### src/rtl/comp_ctrl_pkg.sv
// Shared definitions for the component-control sequencer.
// Holds the per-channel state encoding, the Avalon register offsets, the
// default cycle constants and the width of the transition counter.
package comp_ctrl_pkg;

    // Channel lifecycle states
    typedef enum logic [2:0] {
        ST_OFF      = 3'd0,
        ST_POWERUP  = 3'd1,
        ST_WAIT_RDY = 3'd2,
        ST_ON       = 3'd3,
        ST_STOPPING = 3'd4,
        ST_FAULT    = 3'd5
    } ch_state_t;

    // Avalon word offsets
    localparam logic [1:0] REG_STATE     = 2'd0;
    localparam logic [1:0] REG_FAULT     = 2'd1;
    localparam logic [1:0] REG_IRQ_MASK  = 2'd2;
    localparam logic [1:0] REG_TRANS_CNT = 2'd3;

    // Default sequencing constants
    localparam int DEF_N_CH          = 3;
    localparam int DEF_START_CYCLES  = 16;
    localparam int DEF_READY_TIMEOUT = 200;
    localparam int DEF_STOP_CYCLES   = 8;
    localparam int DEF_CNT_W         = 8;

    localparam int TRANS_CNT_W = 16;

endpackage

### src/rtl/comp_ch_fsm.sv
// One managed component channel: turns a level request into a timed
// power-up / reset-release / ready-wait / shutdown sequence.
//
// Ports:
//   clk, srst    clock and synchronous active-high reset
//   req          requested on/off level
//   ready        component reports operational
//   en, rst      registered component enable and component reset
//   on, busy     status for the register file (ON; POWERUP|WAIT_RDY|STOPPING)
//   on_pulse     one-cycle pulse during the first ON cycle
//   fault_pulse  one-cycle pulse during the first FAULT cycle
module comp_ch_fsm
    import comp_ctrl_pkg::*;
#(
    parameter int START_CYCLES  = DEF_START_CYCLES,
    parameter int READY_TIMEOUT = DEF_READY_TIMEOUT,
    parameter int STOP_CYCLES   = DEF_STOP_CYCLES,
    parameter int CNT_W         = DEF_CNT_W
) (
    input  logic clk,
    input  logic srst,
    input  logic req,
    input  logic ready,
    output logic en,
    output logic rst,
    output logic on,
    output logic busy,
    output logic on_pulse,
    output logic fault_pulse
);

    // Counters load N-1 so that a phase lasts exactly N cycles.
    localparam logic [CNT_W-1:0] START_LOAD = CNT_W'(START_CYCLES - 1);
    localparam logic [CNT_W-1:0] READY_LOAD = CNT_W'(READY_TIMEOUT - 1);
    localparam logic [CNT_W-1:0] STOP_LOAD  = CNT_W'(STOP_CYCLES - 1);

    ch_state_t        state_reg;
    logic [CNT_W-1:0] cnt_reg;

    // en/rst are assigned together with each state change so the pins come
    // straight from flops.
    always_ff @(posedge clk) begin
        if (srst) begin
            state_reg   <= ST_OFF;
            cnt_reg     <= '0;
            en          <= 1'b0;
            rst         <= 1'b1;
            on_pulse    <= 1'b0;
            fault_pulse <= 1'b0;
        end else begin
            on_pulse    <= 1'b0;
            fault_pulse <= 1'b0;
            case (state_reg)
                ST_OFF: begin
                    if (req) begin
                        state_reg <= ST_POWERUP;
                        cnt_reg   <= START_LOAD;
                        en        <= 1'b1;
                        rst       <= 1'b1;
                    end
                end
                ST_POWERUP: begin
                    // A dropped request aborts the bring-up immediately.
                    if (!req) begin
                        state_reg <= ST_STOPPING;
                        cnt_reg   <= STOP_LOAD;
                    end else if (cnt_reg == '0) begin
                        state_reg <= ST_WAIT_RDY;
                        cnt_reg   <= READY_LOAD;
                        rst       <= 1'b0;
                    end else begin
                        cnt_reg <= cnt_reg - 1'b1;
                    end
                end
                ST_WAIT_RDY: begin
                    // Priority: request drop, then ready, then timeout.
                    if (!req) begin
                        state_reg <= ST_STOPPING;
                        cnt_reg   <= STOP_LOAD;
                        rst       <= 1'b1;
                    end else if (ready) begin
                        state_reg <= ST_ON;
                        on_pulse  <= 1'b1;
                    end else if (cnt_reg == '0) begin
                        state_reg   <= ST_FAULT;
                        en          <= 1'b0;
                        rst         <= 1'b1;
                        fault_pulse <= 1'b1;
                    end else begin
                        cnt_reg <= cnt_reg - 1'b1;
                    end
                end
                ST_ON: begin
                    // Loss of ready while ON is deliberately not acted upon.
                    if (!req) begin
                        state_reg <= ST_STOPPING;
                        cnt_reg   <= STOP_LOAD;
                        rst       <= 1'b1;
                    end
                end
                ST_STOPPING: begin
                    // Runs to completion even if the request comes back.
                    if (cnt_reg == '0) begin
                        state_reg <= ST_OFF;
                        en        <= 1'b0;
                    end else begin
                        cnt_reg <= cnt_reg - 1'b1;
                    end
                end
                ST_FAULT: begin
                    // Software must drop the request to re-arm the channel.
                    if (!req) begin
                        state_reg <= ST_OFF;
                    end
                end
                default: begin
                    state_reg <= ST_OFF;
                    en        <= 1'b0;
                    rst       <= 1'b1;
                end
            endcase
        end
    end

    assign on   = (state_reg == ST_ON);
    assign busy = (state_reg == ST_POWERUP) || (state_reg == ST_WAIT_RDY) ||
                  (state_reg == ST_STOPPING);

endmodule

### src/rtl/comp_ctrl_sequencer.sv
// Component-control sequencer: one timed power sequence per bit of the
// component-control PIO word, with status, sticky faults, an interrupt
// mask and an ON-transition counter visible over a small Avalon-MM slave.
//
// Ports:
//   clk, reset            clock and synchronous active-high reset
//   ctrl_in[N_CH]         requested on/off level per channel (PIO out_port)
//   comp_ready[N_CH]      component reports operational
//   comp_en[N_CH]         component enable
//   comp_rst[N_CH]        component reset, active-high
//   address, chipselect, write_n, writedata, readdata   Avalon-MM slave
//   irq                   high while any unmasked sticky fault is set
//
// Registers: 0 STATE {busy,on} pairs (RO), 1 FAULT (W1C), 2 IRQ_MASK (RW),
// 3 TRANS_CNT (RO, any write clears).
//
// Build option: define CTRL_SYNC_EN to put ctrl_in and comp_ready through
// 2-flop synchronizers (adds 2 cycles to every input-to-action latency).
module comp_ctrl_sequencer
    import comp_ctrl_pkg::*;
#(
    parameter int N_CH          = DEF_N_CH,
    parameter int START_CYCLES  = DEF_START_CYCLES,
    parameter int READY_TIMEOUT = DEF_READY_TIMEOUT,
    parameter int STOP_CYCLES   = DEF_STOP_CYCLES,
    parameter int CNT_W         = DEF_CNT_W
) (
    input  logic            clk,
    input  logic            reset,
    input  logic [N_CH-1:0] ctrl_in,
    input  logic [N_CH-1:0] comp_ready,
    output logic [N_CH-1:0] comp_en,
    output logic [N_CH-1:0] comp_rst,
    input  logic [1:0]      address,
    input  logic            chipselect,
    input  logic            write_n,
    input  logic [31:0]     writedata,
    output logic [31:0]     readdata,
    output logic            irq
);

    logic [N_CH-1:0] ctrl_eff;
    logic [N_CH-1:0] ready_eff;

`ifdef CTRL_SYNC_EN
    logic [N_CH-1:0] ctrl_s1_reg, ctrl_s2_reg;
    logic [N_CH-1:0] ready_s1_reg, ready_s2_reg;

    always_ff @(posedge clk) begin
        if (reset) begin
            ctrl_s1_reg  <= '0;
            ctrl_s2_reg  <= '0;
            ready_s1_reg <= '0;
            ready_s2_reg <= '0;
        end else begin
            ctrl_s1_reg  <= ctrl_in;
            ctrl_s2_reg  <= ctrl_s1_reg;
            ready_s1_reg <= comp_ready;
            ready_s2_reg <= ready_s1_reg;
        end
    end

    assign ctrl_eff  = ctrl_s2_reg;
    assign ready_eff = ready_s2_reg;
`else
    assign ctrl_eff  = ctrl_in;
    assign ready_eff = comp_ready;
`endif

    logic [N_CH-1:0]   ch_on;
    logic [N_CH-1:0]   ch_busy;
    logic [N_CH-1:0]   on_pulse;
    logic [N_CH-1:0]   fault_pulse;
    logic [2*N_CH-1:0] state_bits;

    generate
        for (genvar gi = 0; gi < N_CH; gi++) begin : g_ch
            comp_ch_fsm #(
                .START_CYCLES  (START_CYCLES),
                .READY_TIMEOUT (READY_TIMEOUT),
                .STOP_CYCLES   (STOP_CYCLES),
                .CNT_W         (CNT_W)
            ) u_ch (
                .clk         (clk),
                .srst        (reset),
                .req         (ctrl_eff[gi]),
                .ready       (ready_eff[gi]),
                .en          (comp_en[gi]),
                .rst         (comp_rst[gi]),
                .on          (ch_on[gi]),
                .busy        (ch_busy[gi]),
                .on_pulse    (on_pulse[gi]),
                .fault_pulse (fault_pulse[gi])
            );
            assign state_bits[2*gi+1:2*gi] = {ch_busy[gi], ch_on[gi]};
        end
    endgenerate

    // Several channels may reach ON in the same cycle; add them all.
    logic [TRANS_CNT_W-1:0] on_sum;
    always_comb begin
        on_sum = '0;
        for (int i = 0; i < N_CH; i++) begin
            on_sum = on_sum + {{(TRANS_CNT_W-1){1'b0}}, on_pulse[i]};
        end
    end

    logic                   wr_en;
    logic [N_CH-1:0]        fault_clr;
    logic [N_CH-1:0]        fault_reg;
    logic [N_CH-1:0]        irq_mask_reg;
    logic [TRANS_CNT_W-1:0] trans_cnt_reg;
    logic                   irq_reg;

    assign wr_en     = chipselect && !write_n;
    assign fault_clr = (wr_en && address == REG_FAULT) ? writedata[N_CH-1:0] : '0;

    always_ff @(posedge clk) begin
        if (reset) begin
            fault_reg     <= '0;
            irq_mask_reg  <= '0;
            trans_cnt_reg <= '0;
            irq_reg       <= 1'b0;
        end else begin
            // A new fault in the clearing cycle survives the clear.
            fault_reg <= (fault_reg & ~fault_clr) | fault_pulse;
            if (wr_en && address == REG_IRQ_MASK) begin
                irq_mask_reg <= writedata[N_CH-1:0];
            end
            // Wraps naturally at 0xFFFF.
            trans_cnt_reg <= ((wr_en && address == REG_TRANS_CNT) ? '0 : trans_cnt_reg) + on_sum;
            irq_reg       <= |(fault_reg & irq_mask_reg);
        end
    end

    assign irq = irq_reg;

    always_comb begin
        readdata = '0;
        case (address)
            REG_STATE:     readdata = 32'(state_bits);
            REG_FAULT:     readdata = 32'(fault_reg);
            REG_IRQ_MASK:  readdata = 32'(irq_mask_reg);
            REG_TRANS_CNT: readdata = 32'(trans_cnt_reg);
            default:       readdata = '0;
        endcase
    end

    // Upper write-data bits have no destination.
    logic unused_wdata;
    assign unused_wdata = ^writedata[31:N_CH];

endmodule
### config.mk
export PLATFORM = sky130hd
export DESIGN_NAME = comp_ctrl_sequencer
export DESIGN_NICKNAME = d
export VERILOG_FILES = /design/src/rtl/comp_ctrl_pkg.sv /design/src/rtl/comp_ch_fsm.sv /design/src/rtl/comp_ctrl_sequencer.sv
export SDC_FILE = /design/constraint.sdc
export NUM_CORES = 1
export LEC_CHECK = 0
export ABC_AREA = 0
export BUFFER_PORTS_ARGS = -buffer_cell sky130_fd_sc_hd__buf_2
export CAP_MARGIN = 20
export CORE_MARGIN = 4
export CORE_UTILIZATION = 35
export CTS_BUF_LIST = sky130_fd_sc_hd__clkbuf_16
export DETAILED_ROUTE_END_ITERATION = 10
export PLACE_DENSITY = 0.55
export SETUP_SLACK_MARGIN = 0.05
export SLEW_MARGIN = 20
export SYNTH_ARGS = -nofsm -noshare
export SYNTH_HDL_FRONTEND = slang
export SYNTH_SLANG_ARGS = --single-unit
### constraint.sdc
create_clock -name clk -period 5.1 [get_ports clk]
set_clock_uncertainty 0.1 [all_clocks]
set_input_delay 0 -clock clk [delete_from_list [all_inputs] [get_ports clk]]
set_output_delay 0 -clock clk [all_outputs]
set_load 0.01 [all_outputs]
# After elaboration in Yosys (flattened, before gate mapping)
# Cells that the tools add are included.
[op_classes]
bitwise_logic = 16
n_reduce_logical = 46
n_addsub = 6
magnitude_cmp = 0
div_mod_pow = 0
n_shift = 0
multipliers = 0
mux = 99
eq_ne = 54
[op_table]
columns = ["op", "count"]
rows = [
  ["$mux 8", 21],
  ["$pmux 32 s4", 1],
  ["$pmux 8 s5", 3],
  ["$mux 3", 28],
  ["$pmux 3 s6", 3],
  ["$mux 1", 36],
  ["$ne 2x2->1 const B", 18],
  ["$logic_not 8->1", 3],
  ["$reduce_and 4->1", 6],
  ["$sub 8x1->8 const B", 3],
  ["$reduce_and 7->1", 3],
  ["$reduce_or 3->1", 7],
  ["$eq 3x2->1 const B", 6],
  ["$eq 3x3->1 const B", 6],
  ["$ne 3x2->1 const B", 6],
  ["$reduce_and 6->1", 3],
  ["$add 16x3->16", 1],
  ["$mux 16", 1],
  ["$pmux 1 s5", 3],
  ["$reduce_bool 5->1", 3],
  ["$ne 2x1->1 const B", 6],
  ["$ne 4x3->1 const B", 3],
  ["$not 1->1", 12],
  ["$pmux 1 s4", 3],
  ["16 further kinds", 36],
]
[word_totals]
elab_cells = 243
mem_count = 0
ramBits = 0
ff_bits = 68
rom_bits = 0
out_inout_bits = 39
latchBits = 0

# Logic depth before layout (Yosys ltp)
# Gate-level depths: netlist (run 1).
[logic_depth]
ltp_word = 7
depth_mapped = 12
ltp_nobuf = 11

# Modules after synthesis
# Synthesis (run 1) repeated with hierarchy kept, for this count alone.
[unflattened]
hier_cells = 600
hier_area_um2 = 4758.3
[modules_own_cells]
columns = ["mod", "cells_each", "seq_area_each_um2", "area_each_um2", "n_inst"]
rows = [
  ["comp_ch_fsm at g_ch[0].u_ch ...", 146, 300.3, 1099.8, 2],
  ["comp_ctrl_sequencer", 159, 460.4, 1380.1, 1],
  ["comp_ch_fsm at g_ch[2].u_ch", 149, 300.3, 1178.6, 1],
]

# Worst setup path before layout (run 1)
# OpenSTA, ideal clock, no wires.
[synth_path]
kind = "input-to-reg"
startpoint = "in address[0]"
endpoint = "reg trans_cnt_reg[12]"
t_arrival_ps = 2723
setup_slack_ps = 2149
path_stages = 12
setup_ps = 128
required_time_ps = 4872
path_buffers = 1
path_cell_list = "clkbuf_1 -> and4b_1 -> nor2b_1 -> fa_1 -> ha_1 -> inv_1 -> fa_1 -> nand3b_1 -> nor4_1 -> nand3_1 -> xor2_1 -> nor2_1"
[synth_between]
elab_chain_len = 4
[synth_lines]
columns = ["element", "line_no", "rtl"]
rows = [
  ["from (decl)", "comp_ctrl_sequencer.sv:34", "input logic [1:0] address,"],
  ["$eq 2x2->1", "comp_ctrl_sequencer.sv:131", "trans_cnt_reg <= ((wr_en && address == REG_TRANS_CNT) ? '0 : trans_cnt_reg) + on_sum;"],
  ["$logic_and 1x1->1", "comp_ctrl_sequencer.sv:131", ""],
  ["$mux 16", "comp_ctrl_sequencer.sv:131", ""],
  ["$add 16x3->16", "comp_ctrl_sequencer.sv:131", ""],
  ["to (signal assigned)", "comp_ctrl_sequencer.sv:131", ""],
  ["to (decl)", "comp_ctrl_sequencer.sv:112", "logic [TRANS_CNT_W-1:0] trans_cnt_reg;"],
]
# No other way between the ends.
# A chain may end at the register's enable or synchronous reset.

# Worst setup path in the final report (run 1)
[layout_path]
startpoint = "in write_n"
endpoint = "reg trans_cnt_reg[12]"
[layout_between]
elab_chain_len = 5
[layout_lines]
columns = ["element", "line_no", "rtl"]
rows = [
  ["from (decl)", "comp_ctrl_sequencer.sv:36", "input logic write_n,"],
  ["$logic_not 1->1", "comp_ctrl_sequencer.sv:115", "assign wr_en = chipselect && !write_n;"],
  ["$logic_and 1x1->1", "comp_ctrl_sequencer.sv:115", ""],
  ["$logic_and 1x1->1", "comp_ctrl_sequencer.sv:131", ""],
  ["$mux 16", "comp_ctrl_sequencer.sv:131", ""],
  ["$add 16x3->16", "comp_ctrl_sequencer.sv:131", ""],
]
# No other way between the ends.

==> results of run 1 <==
## per-layer routing
metal	track usage, %	share of wire [%]	vias up
met5	0	0	-
met4	5.88	1.5	0
met3	3.25	4.2	14
met2	24.6	49	86
met1	18.6	45	1950
li1	-	-	2080
## synthesized netlist by cell type, drive strengths merged, types with 3 or more instances
| master | n |
|---|---|
| and3 | 13 |
| mux4 | 3 |
| nand4 | 4 |
| o211ai | 6 |
| a21oi | 38 |
| or4 | 4 |
| nor4 | 7 |
| nor4b | 3 |
| nor2b | 12 |
| dfxtp | 68 |
| nand3b | 3 |
| a21o | 8 |
| or3 | 5 |
| o31ai | 5 |
| xnor2 | 6 |
| a32oi | 3 |
| nor4bb | 6 |
| o32ai | 6 |
| o21ai | 16 |
| and2 | 5 |
| and4bb | 3 |
| buf | 39 |
| xor2 | 13 |
| inv | 22 |
| ha | 10 |
| nand2 | 44 |
| nor3b | 7 |
| a31oi | 11 |
| nor3 | 25 |
| nor2 | 69 |
| or2 | 4 |
| nand3 | 12 |
| mux2i | 9 |
| nand2b | 11 |
| clkbuf | 24 |
## worst register-to-register path, stage by stage, from the launching register on
cell	delay [ns]
dfxtp_1	0.32
nor2b_1	0.15
fa_1	0.56
ha_1	0.18
inv_1	0.06
fa_1	0.39
nand3b_1	0.24
nor4_1	0.52
nand3_1	0.17
xor2_1	0.17
nor2_1	0.05
## final cells by class
cell class / instances / area (sq um) / area share [%]
tap: 172 / 215 / 4.27
clock buffer: 9 / 225 / 4.47
timing repair buffer: 49 / 300 / 5.95
multi-input combinational: 440 / 2830 / 56.2
inverter: 22 / 82.6 / 1.64
sequential: 68 / 1360 / 27.0
clock inverter: 6 / 26.3 / 0.521
## power by group
group,total [W],switching [W],internal [W]
combinational,0.000726,0.000421,0.000304
sequential,0.000705,0.000115,0.000590
clock,0.000538,0.000221,0.000318
total,0.00197,0.000757,0.00121
## what timing repair did
item                      CTS  global route
setup buffers               0             0
hold buffers               10             0
gates resized for setup     0             0
hold endpoints to repair   15             0
## metrics by stage
| stage | total power [W] | area (sq um) | util (%) |
|---|---|---|---|
| after detailed placement | 0.00143 | 4690 | 37.0 |
| after global routing | 0.00212 | 5040 | 39.8 |
| final | 0.00197 | 5040 | 39.8 |
| after global placement | 0.00141 | 4690 | 37.0 |
| after floorplan | 0.00130 | 4610 | - |
| after CTS | 0.00199 | 5040 | 39.8 |
## kinds of logic after synthesis
logic type               share of synthesized area, %
multiplexers                                     3.71
flip-flops                                       29.9
XOR/XNOR                                         3.65
adder cells (fa/ha/maj)                          3.62
AND/OR/NAND/NOR                                  29.2
other                                          0.0823
buffers and inverters                            9.20
AO/OA/AOI/OAI                                    20.7
## cells in the final DEF (no fill, tap or decap), drive strengths merged, types with 8 or more instances in the layout
cell / instances
a21o: 8
a21oi: 38
a31oi: 11
and3: 13
buf: 39
clkbuf: 9
conb: 16
dfxtp: 68
dlygate4sd3: 10
ha: 10
inv: 25
mux2i: 9
nand2: 44
nand2b: 11
nand3: 12
nor2: 69
nor2b: 12
nor3: 25
o21ai: 16
xor2: 13
## final timing paths
kind	from	to	slack, ns	cells past startpoint
worst min register to register	g_ch[1].u_ch.fault_pulse	fault_reg[1]	0.34	2
worst max register to register	trans_cnt_reg[0]	trans_cnt_reg[12]	2.09	10
worst max-delay path	write_n	trans_cnt_reg[12]	1.70	13
worst min-delay path	chipselect	fault_reg[1]	0.08	5
==> results.yml, run 1 <==
global_route:
  grt_pass1_wl_mm: 17.9
  grt_max_degree: 62
  track_usage_pct: 14.8
  grt.overflow.total: 0
  grt_pass1_vias: 3711
  antenna_found_initial: 0
route:
  vias: 4130
  drc: 0
  finalWirelength_mm: 10.9
  ant_nets: 0
  drt-pass1-iter-count: 4
  drtIter0Drc: 330
  via_per_inst: 5.39
  wl_per_cell_microns: 14.2
yosys:
  syn_inst: 578
  netlist_area_sq_um: 4560
  async_reset_ff_share_pct: 0
  yosysTopAreaCellShare_pct: 29.9
  synth.avg_cell_area_sq_um: 7.88
  synth_edf_count: 0
  yosysTopAreaCell: "dfxtp_1"
  ys_seq_elements: 68
  yosysSeqAreaShare_pct: 29.9
  synth_top_flop_cell: "dfxtp_1"
  ys_top_cells_by_area: "dfxtp_1 (30%), nor2_1 (5.7%), a21oi_1 (4.2%)"
  synth_cell_type_count: 81
  yosysWarnings: 0
timing:
  tns_ns: 0
  tightest_slew_ns: 0.861
  max_freq_mhz: 294
  drv_slew: 0
  finalSetupViolCount: 0
  hold_viol: 0
  setup_slack_ns: 1.70
  whs_ns: 0.0753
  min_period_ns: 3.40
  slew_headroom_pct: 41.8
  rsz0062_at_grt: "no"
  fin_crit_sh_pct: 66.7
worst_setup_path:
  crit_type: "in -> reg"
  critPathSlowestCell: "fa_1"
  cp_top_family: "simple AND/OR/NAND/NOR gates"
  startpoint_type: "primary input"
  crit_chain: "dlygate4sd3_1 -> buf_2 -> and4b_1 -> nor2b_1 -> fa_1 -> ha_1 -> inv_1 -> fa_1 -> nand3b_1 -> nor4_1 -> nand3_1 -> xor2_1 -> nor2_1"
  cp.buffers_inverters: 3
  cp_slowest_stage_delay_ns: 0.56
  arrival_ns: 3.52
  path_max_fanout: 6
  critPathRequiredTime_ns: 5.22
  cp-end-kind: "register"
  critPathMostFrequentCell: "fa_1"
placement:
  dp_cells: 741
  gp_congestion: 0.844
  io_buffers: 37
  preCtsSetupSlack_ns: 1.82
  post-dp-hpwl_mm: 7.58
clocking:
  clock_latency_ns: 0.33
  clkSinkCount: 68
  cts_tree: "built"
  clk_pin_slew_ns: 0.05
  root_buffer: "clkbuf_16"
  cts_buffers: 9
  cts_buffer_depth: 2
  htreeDepth: 3
power_and_ir_drop:
  leakagePower_nw: 2.05
  power-per-cell-area_nw_per_um2: 390
  peakVddDrop_v: 0.000215
die:
  fp.dieW_microns: 122
  num_rows: 41
  pin_count: 83
  start_util_pct: 36.0
  dieArea_sq_um: 14900
  core_area_sq_um: 12700
  die_y_microns: 122
layout:
  area_growth_pct: 10.7
  drive_above_1_share_pct: 12.3
  n_antenna_cell: 0
  fin_cells: 766
  num-nets-final: 646
  num-fill-cells: 1327
  largest_reg_flops: 24
status:
  status: "complete, no violations"
job:
  drv_cap: 0
min_path:
  min-delay-path-class: "in -> reg"
No activity file was read; power rests on OpenSTA's default activity.
==> run 2: changes to the inputs <==
- ABC_AREA: 0 -> 1
- PLACE_DENSITY: 0.55 -> 0.57
- clock period: 5.1 -> 3.05 ns (I/O delays scaled with it)
==> run 2 against run 1 <==
Net effect: clock power rose by 93%; count of clock-buffer cells in the layout is the same; combinational power grew to 3.3 times the previous value; area after synthesis is 3.3% higher; register-to-register slack worse by 1.6 ns; worst setup slack worse by 1.4 ns; core utilization grew 0.62 points; first-iteration DRC count grew 0.30%; cell area grew 5.7%; critical endpoint is now trans_cnt_reg[10]; largest cell class unchanged; highest routed layer unchanged.
==> results.yml, run 2 <==
layout:
  n_antenna_cell: 0
  final_cell_mix: "nand2_1 (166), nor2_1 (113), inv_1 (98)"
  largest_reg_flops: 24
  drive_above_1_share_pct: 12.9
  num-nets-final: 850
  final_common_cell: "nand2_1"
  area_growth_pct: 13.3
placement:
  preCtsSetupSlack_ns: 0.439
  gp_congestion: 0.912
  io_buffers: 37
  post-dp-hpwl_mm: 8.89
route:
  ant_nets: 0
  met1Wirelength_mm: 5.86
  vias: 4652
  finalWirelength_mm: 11.9
  drt-pass1-iter-count: 5
  drtIter0Drc: 331
  via_per_inst: 4.77
  wl_met3_microns: 533
  wl_per_cell_microns: 12.2
  wl_met2_mm: 5.22
  dr.max_layer_used: "met4"
  drc: 0
die:
  start_util_pct: 35.7
  fp.dieW_microns: 124
  die_y_microns: 124
  core_area_sq_um: 13200
  pin_count: 83
  num_rows: 42
  dieArea_sq_um: 15400
clocking:
  htreeDepth: 3
  clock_latency_ns: 0.34
  root_buffer: "clkbuf_16"
  cts_tree: "built"
  cts_buffer_depth: 2
  clkSinkCount: 68
  postCtsSetupRepairBufs: 0
  clk_pin_slew_ns: 0.05
  cts_buffers: 9
  post_cts_resized: 0
yosys:
  netlist_area_sq_um: 4710
  synth_cell_type_count: 41
  ys_top_cells_by_count: "nand2_1 (166), nor2_1 (113), inv_1 (98)"
  synth.avg_cell_area_sq_um: 6.23
  yosysWarnings: 0
  synth_most_common_cell: "nand2_1"
  yosysSeqAreaShare_pct: 28.9
  syn_inst: 755
  ys_seq_elements: 68
  yosysTopAreaCell: "dfxtp_1"
  synth_edf_count: 0
  yosysTopAreaCellShare_pct: 28.9
  async_reset_ff_share_pct: 0
  ys_top_cells_by_area: "dfxtp_1 (29%), nand2_1 (13%), nor2_1 (9.0%)"
  synth_top_flop_cell: "dfxtp_1"
global_route:
  antenna_found_initial: 0
  grt_pass1_vias: 4198
  grt_max_degree: 34
  grt_pass1_wl_mm: 19.7
  grt.overflow.total: 0
  track_usage_pct: 16.1
timing:
  min_period_ns: 2.76
  drv_slew: 0
  slew_headroom_pct: 65.5
  rsz0062_at_grt: "no"
  fin_crit_sh_pct: 90.5
  setup_slack_ns: 0.291
  max_freq_mhz: 362
  tightest_slew_ns: 0.516
  hold_viol: 0
  finalSetupViolCount: 0
  tns_ns: 0
power_and_ir_drop:
  seq_power_share_pct: 27.0
  combPwrFrac_pct: 50.9
  switching_share_pct: 46.2
  clkPwrFrac_pct: 22.1
  p_switching_w: 0.00217
  power-per-cell-area_nw_per_um2: 880
  p_int_w: 0.00252
  leakagePower_nw: 2.51
  peakVddDrop_v: 0.000276
worst_setup_path:
  reg2reg_slack_ns: 0.47
  arrival_ns: 2.94
  cp-end-kind: "register"
  reg2reg_from: "trans_cnt_reg[0]"
  crit_type: "in -> reg"
  critPathRequiredTime_ns: 3.23
  critPathSlowestCell: "dlygate4sd3_1"
  cp_slowest_stage_delay_ns: 0.54
  startpoint_type: "primary input"
  critPathLaunch: "address[0]"
  reg2regPathDepth: 13
  path_max_fanout: 6
  crit_chain: "dlygate4sd3_1 -> buf_2 -> nand2_4 -> nor2_4 -> nor2_1 -> fa_1 -> ha_1 -> inv_1 -> fa_1 -> inv_1 -> nand4_1 -> nor2_2 -> nand3_1 -> nand2_1 -> nand2_1 -> nor2_1"
  r2r_end: "trans_cnt_reg[10]"
min_path:
  hp-start: "reset"
  hold_path_end: "g_ch[2].u_ch.rst"
  min-delay-path-class: "in -> reg"
  min_path_cells: 3
job:
  drv_cap: 0
status:
  status: "complete, no violations"
==> run 2: worst max path at each step <==
stage	end	slack, ns	depth (start not counted)
floorplan	trans_cnt_reg[10]	0.69	12
detailed placement	trans_cnt_reg[10]	0.44	16
finish	trans_cnt_reg[10]	0.29	16
global route	trans_cnt_reg[10]	0.10	16
CTS	trans_cnt_reg[10]	0.29	16
global placement	trans_cnt_reg[10]	0.47	16
==> run 2: routing by layer <==
metal	GRT usage, %	vias to the layer above
li1	-	2465
met3	2.59	18
met1	21.7	2055
met2	25.4	114
met5	0	-
met4	6.84	0
==> run 2: power by group through the flow <==
stage	Sequential (W)	Combinational (W)	Clock [W]
2_1_floorplan	0.00120	0.00201	0
3_3_place_gp	0.00128	0.00238	0
3_5_place_dp	0.00128	0.00237	0
4_1_cts	0.00126	0.00239	0.00107
5_1_grt	0.00130	0.00277	0.00110
6_report	0.00127	0.00239	0.00104
==> run 2: final cells by class <==
class / count / area (sq um)
multi-input cells: 553 / 2730
well taps: 176 / 220
clock buffers: 9 / 225
repair buffers: 51 / 315
fillers: 1449 / 7860
flip-flops and latches: 68 / 1360
inverters: 111 / 419
clock inverters: 7 / 66.3
==> run 2: worst max-delay path, delay by kind of cell <==
family	cells	cell delay [ns]
adders and majority gates	3	1.09
and+or+nand+nor	9	0.99
buffers and inverters	4	0.82
==> run 2: what timing repair did <==
action                     in CTS  in global routing
hold buffers                   10                  0
hold endpoints to repair       12                  0
setup endpoints to repair       0                  0
==> run 2: logic make-up after synthesis <==
logic type               synth area share (%)
XOR/XNOR                                 1.12
AO/OA/AOI/OAI                            13.0
adder cells (fa/ha/maj)                  3.51
buffers and inverters                    14.4
AND/OR/NAND/NOR                          39.0
flip-flops                               28.9
other                                  0.0797
==> run 2: per-stage QoR <==
stage / std cells / power [W] / utilization, % / hold WS (ns) / instance area [sq um]
floorplan: 770 / 0.00322 / - / -0.0225 / 4760
global placement: 949 / 0.00367 / 37.5 / 0.150 / 4940
detailed placement: 949 / 0.00365 / 37.5 / 0.143 / 4940
CTS: 975 / 0.00472 / 40.4 / 0.0108 / 5330
global route: 975 / 0.00517 / 40.4 / 0.0597 / 5330
finish: 975 / 0.00469 / 40.4 / 0.0192 / 5330
